<file path="config.mk">
export PLATFORM = sky130hd
export DESIGN_NAME = acc32_stream
export DESIGN_NICKNAME = d
export VERILOG_FILES = /design/src/rtl/acc32_stream.sv
export SDC_FILE = /design/constraint.sdc
export NUM_CORES = 1
export LEC_CHECK = 0
export BUFFER_PORTS_ARGS = -buffer_cell sky130_fd_sc_hd__buf_2
export CAP_MARGIN = 15
export CORE_ASPECT_RATIO = 2
export CORE_MARGIN = 10
export CORE_UTILIZATION = 51
export CTS_CLUSTER_DIAMETER = 150
export DETAILED_ROUTE_END_ITERATION = 10
export PLACE_DENSITY = 0.86
export SLEW_MARGIN = 20
export SYNTH_ARGS = -nofsm -noshare
export SYNTH_HDL_FRONTEND = slang
export SYNTH_SLANG_ARGS = --single-unit
</file>
<file path="constraint.sdc">
create_clock -name clk -period 2.8 [get_ports clk]
set_clock_uncertainty 0.2 [all_clocks]
set_input_delay 0.14 -clock clk [delete_from_list [all_inputs] [get_ports clk]]
set_output_delay 0.14 -clock clk [all_outputs]
set_load 0.02 [all_outputs]
</file>
<file path="src/rtl/acc32_stream.sv">
// Streaming frame accumulator: sums LEN unsigned 32-bit words per frame through a 4-bit CLA chain adder.
// Optional ACC32_SAT_EN: saturate the frame sum at 32'hFFFFFFFF on any carry-out instead of wrapping.

module cla4 (
    input  logic [3:0] a_i,
    input  logic [3:0] b_i,
    input  logic       c_i,
    output logic [3:0] sum_o,
    output logic       c_o
);
    logic [3:0] w_p;
    logic [3:0] w_g;
    logic [3:0] w_c;

    assign w_p = a_i ^ b_i;
    assign w_g = a_i & b_i;

    assign w_c[0] = c_i;
    assign w_c[1] = w_g[0] | (w_p[0] & c_i);
    assign w_c[2] = w_g[1] | (w_p[1] & w_g[0]) | (w_p[1] & w_p[0] & c_i);
    assign w_c[3] = w_g[2] | (w_p[2] & w_g[1]) | (w_p[2] & w_p[1] & w_g[0])
                  | (w_p[2] & w_p[1] & w_p[0] & c_i);
    assign c_o    = w_g[3] | (w_p[3] & w_g[2]) | (w_p[3] & w_p[2] & w_g[1])
                  | (w_p[3] & w_p[2] & w_p[1] & w_g[0])
                  | (w_p[3] & w_p[2] & w_p[1] & w_p[0] & c_i);

    assign sum_o = w_p ^ w_c;
endmodule

module adder32 (
    input  logic [31:0] a_i,
    input  logic [31:0] b_i,
    input  logic        c_i,
    output logic [31:0] sum_o,
    output logic        c_o
);
    logic [8:0] w_c;

    assign w_c[0] = c_i;

    // Eight CLA groups rippling group carries.
    for (genvar g = 0; g < 8; g++) begin : g_cla
        cla4 u_cla4 (
            .a_i  (a_i[4*g +: 4]),
            .b_i  (b_i[4*g +: 4]),
            .c_i  (w_c[g]),
            .sum_o(sum_o[4*g +: 4]),
            .c_o  (w_c[g+1])
        );
    end

    assign c_o = w_c[8];
endmodule

module acc32_stream #(
    parameter int LEN   = 8,
    parameter int CNT_W = 8
) (
    input  logic        clk,
    input  logic        rst,
    input  logic        clr,
    input  logic        in_valid,
    output logic        in_ready,
    input  logic [31:0] in_data,
    output logic        out_valid,
    input  logic        out_ready,
    output logic [31:0] out_sum,
    output logic        out_ovf,
    output logic        busy
);
    typedef enum logic {S_ACC, S_DONE} state_t;

    state_t             r_state;
    state_t             w_state_nxt;
    logic [31:0]        r_acc;
    logic [CNT_W-1:0]   r_cnt;
    logic               r_ovf;
    logic [31:0]        r_out_sum;
    logic               r_out_ovf;

    logic [31:0]        w_sum;
    logic               w_co;
    logic [31:0]        w_acc_nxt;
    logic               w_ovf_nxt;
    logic               w_fire;
    logic               w_last;

    adder32 u_adder32 (
        .a_i  (r_acc),
        .b_i  (in_data),
        .c_i  (1'b0),
        .sum_o(w_sum),
        .c_o  (w_co)
    );

`ifdef ACC32_SAT_EN
    // A saturated acc plus any nonzero word carries out, so c_o alone keeps it pinned.
    assign w_acc_nxt = w_co ? 32'hFFFF_FFFF : w_sum;
`else
    assign w_acc_nxt = w_sum;
`endif
    assign w_ovf_nxt = r_ovf | w_co;
    assign w_fire    = in_valid & in_ready;
    assign w_last    = (r_cnt == CNT_W'(LEN - 1));

    always_ff @(posedge clk) begin
        if (rst) r_state <= S_ACC;
        else     r_state <= w_state_nxt;
    end

    always_comb begin
        w_state_nxt = r_state;
        in_ready    = 1'b0;
        case (r_state)
            S_ACC: begin
                in_ready = ~clr;
                if (in_valid && !clr && w_last) w_state_nxt = S_DONE;
            end
            S_DONE: begin
                if (out_ready) w_state_nxt = S_ACC;
            end
            default: w_state_nxt = S_ACC;
        endcase
    end

    always_ff @(posedge clk) begin
        if (rst) begin
            r_acc     <= '0;
            r_cnt     <= '0;
            r_ovf     <= 1'b0;
            r_out_sum <= '0;
            r_out_ovf <= 1'b0;
        end else if (r_state == S_ACC) begin
            if (clr) begin
                r_acc <= '0;
                r_cnt <= '0;
                r_ovf <= 1'b0;
            end else if (w_fire) begin
                r_acc <= w_acc_nxt;
                r_cnt <= r_cnt + 1'b1;
                r_ovf <= w_ovf_nxt;
                if (w_last) begin
                    r_out_sum <= w_acc_nxt;
                    r_out_ovf <= w_ovf_nxt;
                end
            end
        end else if (out_ready) begin
            // clr is ignored in DONE; only the handshake releases the frame state.
            r_acc <= '0;
            r_cnt <= '0;
            r_ovf <= 1'b0;
        end
    end

    assign out_valid = (r_state == S_DONE);
    assign out_sum   = r_out_sum;
    assign out_ovf   = r_out_ovf;
    assign busy      = (r_cnt != '0) || (r_state == S_DONE);
endmodule

</file>
==> reports/results.tsv, run 1 <==
metric	value	unit
status	finished with violations	
failed_checks	negative setup slack	
detailed_place_hpwl	8.97	mm
number_of_buffer_cells_added_on_primary_ports	72	
synth_top_cell_area_share	0.366	
cts_tree	done	
worst_r2r_startpoint	r_acc[6]$_SDFFE_PP0P_	
timing.critical_path.slowest_stage_cell	fa_2	
drtIter0Drc	325	
first_global_vias	4397	
critical_path.most_common_cell	o21ai_2	
syn2layout_area_growth	40.6	%
synth_cell_type_count	55	
gr-usage-all-layers	0.203	
die_x	83.4	µm
fraction_of_layout_instances_using_a_drive_strength_above_1	0.373	
utilization	0.731	
drc	0	
synth-async-reset-ratio	0	
clk-insertion-delay-late	350	ps
cp_top_family	compound AO/OA/AOI/OAI gates	
post_synth_instance_area	4100	µm²
synth_top_cell_by_area	dfxtp_1	
grt_overflow_total	0	
detail_route.wirelength	14.3	mm
clkSinkCount	75	
grt_setup_unrepaired	yes	
finalInstanceArea	5760	µm²
crit_path_end_kind	flip-flop	
via_count	4309	
clock_tree.buffer_depth	2	
fin_ws	-190	ps
postSynthCellCount	475	
tritoncts.num_buffers	9	
cts_root_buf	clkbuf_16	
fmax	334	MHz
grt_first_pass_wirelength	20.5	mm
postSynth.topFlopCell	dfxtp_1	
ir_worst_vdd	412	µV
worst-setup-path-type	flip-flop to flip-flop	
effective_utilization_at_floorplan	0.520	
layout.cells.most_common	buf_2	
routed_via_density	6.18	
report.final.setup_viol	7	
synth_enable_flop_cells	0	
cp.required	2840	ps
worst_hold_slack	27.8	ps
critPathMaxFanout	4	
gp_congestion	0.957	
antennaDiodeCount	0	
fin_tns_setup	-842	ps
mostFrequentLayoutCells	72 x buf_2, 65 x dfxtp_1, 56 x buf_4, 54 x nor2_1, 49 x nand2_1	
hold_viol	0	
synth-seq-area-share	0.366	
detailedRoute.firstPassIterationCount	5	
die_area	12200	µm²
synthesis.yosys.warnings	0	
floorplan.io_pins	73	
placement.cell_area	4920	µm²
timing.hold.worst.start	out_ready	
synth.ff_latch_count	75	
final_max_slew_viol_count	0	
cp.arrival	3030	ps
finalWorstPathRequiredPeriod	2990	ps
finish.net_count	675	
ctsHtreeMaxLevel	3	
path_cells	ha_4 > a21oi_1 > o21ai_2 > a21oi_2 > a211o_1 > nand3_2 > a21o_2 > a21o_1 > fa_2 > xnor2_2 > o21ai_2 > nor2b_2	
antenna_violations_before_repair	0	
detail_route.wl_per_cell	20.5	µm
cts_hold_buf	0	
chipHeight	147	µm
maximum_number_of_pins_on_one_net_before_global_route_repair	37	
timing.max_slew.rel_slack	0.405	
core-area	7890	µm²
cellPowerDensity	516	nW/µm²
critical-path-max-stage-delay	400	ps
worstSetupStartpointType	flip-flop	
synthesis.nets	554	
post-route-period-util	1.07	
synth.avg_cell_area	8.63	µm²
cp_launch_point	r_acc[6]$_SDFFE_PP0P_	
tightestPinTransition	889	ps
critical_path_buf_inv_count	0	
min-delay-path-class	input port to flip-flop	
static-leakage-power	2.43	nW
fp-row-count	46	
cts.reportedPaths.clkPinSlew	60	ps
ys_top_cells_by_area	dfxtp_1 37%, ha_1 10%, nor2_1 5.0%	
max_cap_violations	0	
antenna_violating_nets_post_route	0	
power.total	2.97	mW
==> repair_timing <==
action	CTS	global route
cloned	0	0
endpoints found under the setup margin	13	17
buffers inserted	9	9
gates resized for setup	19	51
pin swaps	7	32
==> through the flow <==
step,setup WS (ps),cells
finish,-190,697
floorplan,-50.5,475
detailed placement,-198,668
CTS,-110,693
global route,-340,697
global placement,-107,668
==> power breakdown <==
group,leakage (nW),switching [mW],internal (mW),total (mW)
clock network,0.156,0.476,0.778,1.25
logic,1.67,0.321,0.276,0.597
registers,0.612,0.0242,1.10,1.12
==> area by class of cell <==
class | instances | area, µm²
Inverter | 27 | 101
Timing Repair Buffer | 131 | 832
Tap cell | 96 | 120
Fill cell | 512 | 2120
Multi-Input combinational cell | 352 | 2880
Clock buffer | 9 | 225
Clock inverter | 7 | 91.3
Sequential cell | 75 | 1510
==> final timing paths <==
path,endpoint,depth (start not counted),slack [ps]
worst min register to register,out_sum[11]$_SDFFE_PP0P_,2,250
worst min-delay path,out_valid$_SDFF_PP0_,3,30
worst max-delay path,r_acc[29]$_SDFFE_PP0P_,12,-190
worst max register to register,r_acc[29]$_SDFFE_PP0P_,12,-190
==> per-layer routing <==
| metal | part of all wire | up-vias | global-route usage | wire, µm |
|---|---|---|---|---|
| met5 | 0 | - | 0 | 0 |
| met4 | 0.071 | 0 | 0.158 | 1020 |
| met3 | 0.067 | 77 | 0.0576 | 963 |
| met2 | 0.51 | 229 | 0.369 | 7330 |
| met1 | 0.35 | 2087 | 0.182 | 5010 |
| li1 | - | 1916 | - | - |
==> worst register-to-register path: cells and delay by family (launching register included) <==
kind	cells	cell delay (ps)
adders and majority gates	2	630
xor gates and xnor gates	1	170
AOI/OAI and AO/OA	7	1280
and+or+nand+nor	2	250
DFF	1	360
==> sequential cells by signal (all words and copies together), names as in the netlist <==
register   cells
r_acc         32
out_sum       32
r_cnt          8
out_valid      1
out_ovf        1
r_ovf          1
==> cell families after synthesis <==
| logic type | Yosys count | share of synthesized area |
|---|---|---|
| buffers and inverters | 48 | 0.0473 |
| and+or+nand+nor | 161 | 0.182 |
| AOI/OAI and AO/OA | 122 | 0.204 |
| DFF | 75 | 0.366 |
| adders and majority gates | 42 | 0.143 |
| xor gates and xnor gates | 27 | 0.0577 |
==> synth_stat cells, types with 3 or more instances <==
master and n:
dfxtp_1 75, nor2_1 55, nand2_1 50, a21oi_1 38, ha_1 34, inv_1 27
xor2_1 15, nand3_1 14, o21ai_0 14, clkbuf_1 13, xnor2_1 12, a211oi_1 11
nor2b_1 9, fa_1 8, a221oi_1 7, a22o_1 7, buf_2 5, nand4_1 5
o21ai_1 5, a21o_1 4, a22oi_1 4, nand3b_1 4, nor3_1 4, a211o_1 3
and2_1 3, nand2b_1 3, o211ai_1 3, o21a_1 3, o21bai_1 3, o31ai_2 3
(Power assumes the default switching activity.)
==> inputs of run 2 (changes only) <==
- ABC_AREA: unset -> 1
- GPL_ROUTABILITY_DRIVEN: unset -> 0
==> reports/results.tsv, run 2 <==
metric	value	unit	change
ctsHtreeMaxLevel	3		unchanged
status	finished clean		was finished with violations
routed_via_density	5.51		was 6.18
final_max_slew_viol_count	0		unchanged
utilization	0.640		was 0.731
synth_top_cell_area_share	0.366		about the same
timing.reg2reg.worst_path_depth	18		was 12
grt_first_pass_wirelength	18.2	mm	was 20.5 mm
cts.reportedPaths.clkPinSlew	60	ps	about the same
finish.net_count	690		was 675
detailed_place_hpwl	8.03	mm	was 8.97 mm
p_switching	0.712	mW	was 0.821 mW
regToRegEndpoint	r_acc[28]$_SDFFE_PP0P_		was r_acc[29]$_SDFFE_PP0P_
synth_cell_type_count	38		was 55
core-area	7890	µm²	unchanged
path_cells	ha_1 > nand3_1 > nor2_1 > nor2_1 > nand2_2 > nand2_2 > nand2_2 > nand2_2 > nand2_2 > nand2_2 > nand2_2 > nand2_2 > nand2_2 > nand2_2 > nand2_4 > fa_2 > nand2_2 > a21oi_2		was ha_4 > a21oi_1 > o21ai_2 > a21oi_2 > a211o_1 > nand3_2 > a21o_2 > a21o_1 > fa_2 > xnor2_2 > o21ai_2 > nor2b_2
grt_setup_unrepaired	yes		unchanged
relative_contribution_of_combinational_cells_to_total_power	0.148		was 0.201
synth-seq-area-share	0.366		about the same
antenna_violating_nets_post_route	0		unchanged
ys_top_cells_by_area	dfxtp_1 37%, ha_1 10%, nand2_1 7.7%		was dfxtp_1 37%, ha_1 10%, nor2_1 5.0%
synth_most_common_cell	nand2_1		was dfxtp_1
min-delay-path-class	input port to flip-flop		unchanged
drc	0		unchanged
clock_tree.buffer_depth	2		unchanged
synth.ff_latch_count	75		unchanged
detailedRoute.firstPassIterationCount	4		was 5
worst_hold_path.endpoint	r_ovf$_SDFFE_PP0P_		was out_valid$_SDFF_PP0_
synth.avg_cell_area	7.70	µm²	was 8.63 µm²
post-route-period-util	0.967		was 1.07
cp.arrival	2780	ps	was 3030 ps
finalWorstPathRequiredPeriod	2710	ps	was 2990 ps
critical-path-max-stage-delay	560	ps	was 400 ps
final-instance-count-excl-fill	712		was 697
worstSetupStartpointType	flip-flop		unchanged
max_cap_violations	0		unchanged
synthesis.yosys.warnings	0		unchanged
tightestPinTransition	586	ps	was 889 ps
timing.hold.worst.start	in_data[31]		was out_ready
fmax	369	MHz	was 334 MHz
synth-async-reset-ratio	0		unchanged
grt_overflow_total	0		unchanged
critical_path_buf_inv_count	0		unchanged
cellPowerDensity	554	nW/µm²	was 516 nW/µm²
number_of_buffer_cells_added_on_primary_ports	72		unchanged
via_count	3923		was 4309
worst-setup-path-type	flip-flop to flip-flop		unchanged
timing.critical_path.slowest_stage_cell	fa_2		unchanged
cts_root_buf	clkbuf_16		unchanged
synth_enable_flop_cells	0		unchanged
drtIter0Drc	270		was 325
timing.max_slew.rel_slack	0.609		was 0.405
power.internal	2.09	mW	was 2.15 mW
detail_route.wirelength	11.3	mm	was 14.3 mm
hold_critical_path_depth	6		was 3
gr-usage-all-layers	0.181		was 0.203
postSynthCellCount	532		was 475
synth.cells.most_frequent	84 x nand2_1, 75 x dfxtp_1, 67 x inv_1, 64 x nor2_1, 53 x a21oi_1		was 75 x dfxtp_1, 55 x nor2_1, 50 x nand2_1, 38 x a21oi_1, 34 x ha_1
fraction_of_layout_instances_using_a_drive_strength_above_1	0.232		was 0.373
post_synth_instance_area	4100	µm²	about the same
multiInputGateArea	2370	µm²	was 2880 µm²
critPathMaxFanout	3		was 4
seq_power_share	0.397		was 0.377
fp-row-count	46		unchanged
cp_top_family	simple AND/OR/NAND/NOR gates		was compound AO/OA/AOI/OAI gates
clk-insertion-delay-late	340	ps	was 350 ps
chipHeight	147	µm	about the same
placed_cells	690		was 668
mostFrequentLayoutCells	76 x nand2_1, 72 x buf_2, 72 x dfxtp_1, 67 x inv_1, 64 x nor2_1		was 72 x buf_2, 65 x dfxtp_1, 56 x buf_4, 54 x nor2_1, 49 x nand2_1
power.switching_fraction	0.254		was 0.276
synthesis.nets	611		was 554
worst_r2r_startpoint	r_acc[5]$_SDFFE_PP0P_		was r_acc[6]$_SDFFE_PP0P_
fillers	658		was 512
ir_worst_vdd	487	µV	was 412 µV
antennaDiodeCount	0		unchanged
synth_top_cell_by_area	dfxtp_1		unchanged
cp.required	2870	ps	was 2840 ps
power.total	2.80	mW	was 2.97 mW
clkSinkCount	75		unchanged
effective_utilization_at_floorplan	0.520		about the same
cts_tree	done		unchanged
static-leakage-power	2.37	nW	was 2.43 nW
die_area	12200	µm²	about the same
postSynth.topFlopCell	dfxtp_1		unchanged
antenna_violations_before_repair	0		unchanged
tritoncts.num_buffers	9		unchanged
report.final.setup_viol	0		was 7
regToRegSetupSlack	90	ps	was -190 ps
final-seq-area	1510	µm²	about the same
crit_path_end_kind	flip-flop		unchanged
floorplan.io_pins	73		unchanged
clock_power_share	0.455		was 0.422
syn2layout_area_growth	23.2	%	was 40.6%
detail_route.wl_per_cell	15.8	µm	was 20.5 µm
layout.cells.most_common	nand2_1		was buf_2
hold_viol	0		unchanged
first_global_vias	4070		was 4397
critical_path.most_common_cell	nand2_2		was o21ai_2
die_x	83.4	µm	about the same
maximum_number_of_pins_on_one_net_before_global_route_repair	54		was 37
[run 2: cell types whose count changed after synthesis, sizes merged, moves of 4 or more]
cell   previous run  this run
a22oi             4         0
nor2             55        66
o31ai             5         0
or2               0         7
inv              27        67
a21oi            39        54
nand3            15        19
buf               8         3
o21ai            19        30
nand2            51        93
nor2b             9         0
xor2             15         4
a22o              7         0
[run 2: power groups by stage]
stage	sequential, mW	clock, mW	combinational [mW]
after global placement	1.13	0	0.363
final	1.11	1.27	0.414
after CTS	1.11	1.29	0.400
after floorplan	1.13	0	0.268
after detailed placement	1.13	0	0.378
after global routing	1.11	1.34	0.459
[run 2: repair_timing]
item | 4_1_cts | 5_1_grt
pin swaps | 6 | 14
resized for setup | 8 | 14
hold endpoints to repair | 2 | 0
hold buffers | 2 | 0
endpoints found under the setup margin | 4 | 8
setup buffers | 1 | 3
[run 2: how the worst max path moves through the flow]
| stage | depth (start not counted) | end | from | slack, ps |
|---|---|---|---|---|
| global route | 19 | r_acc[28]$_SDFFE_PP0P_ | r_acc[3]$_SDFFE_PP0P_ | -30 |
| detailed placement | 20 | r_acc[25]$_SDFFE_PP0P_ | r_acc[2]$_SDFFE_PP0P_ | -20 |
| finish | 18 | r_acc[28]$_SDFFE_PP0P_ | r_acc[5]$_SDFFE_PP0P_ | 90 |
| floorplan | 20 | out_sum[29]$_SDFFE_PP0P_ | r_acc[3]$_SDFFE_PP0P_ | 140 |
| global placement | 20 | out_sum[29]$_SDFFE_PP0P_ | r_acc[3]$_SDFFE_PP0P_ | 30 |
| CTS | 19 | out_sum[29]$_SDFFE_PP0P_ | r_acc[5]$_SDFFE_PP0P_ | 10 |
[run 2: through the flow]
step	setup TNS [ps]	hold slack, ps	area, µm²	worst slack, ps
6_report	0	44.4	5050	91.9
2_1_floorplan	0	144	4100	138
5_1_grt	-58.9	86.6	5050	-29.3
3_3_place_gp	0	241	4570	30.2
3_5_place_dp	-34.8	253	4570	-16.9
4_1_cts	0	34.4	4990	9.60
[run 2: metal layers]
metal	vias to the layer above	wire, µm	GRT usage
met1	1855	3820	0.167
met3	42	695	0.0526
li1	1901	-	-
met4	0	554	0.125
met2	125	6210	0.330
met5	-	0	0
[run 2: area by class of cell]
| cell class | count | area share |
|---|---|---|
| Clock buffer | 11 | 0.0500 |
| Clock inverter | 5 | 0.0149 |
| Inverter | 67 | 0.0498 |
| Multi-Input combinational cell | 371 | 0.469 |
| Sequential cell | 75 | 0.298 |
| Tap cell | 96 | 0.0238 |
| Timing Repair Buffer | 87 | 0.0946 |
[run 2: worst register-to-register path, delay by kind of cell, from the launching register on]
| kind | cells | cell delay, ps |
|---|---|---|
| AO/OA/AOI/OAI | 1 | 140 |
| adder cells (fa/ha/maj) | 2 | 880 |
| flip-flops | 1 | 320 |
| AND/OR/NAND/NOR | 15 | 1100 |
[run 2: cell families after synthesis]
| logic type | share of synthesized area |
|---|---|
| DFF | 0.366 |
| xor gates and xnor gates | 0.0385 |
| buffers and inverters | 0.0809 |
| adders and majority gates | 0.143 |
| and+or+nand+nor | 0.218 |
| AOI/OAI and AO/OA | 0.153 |
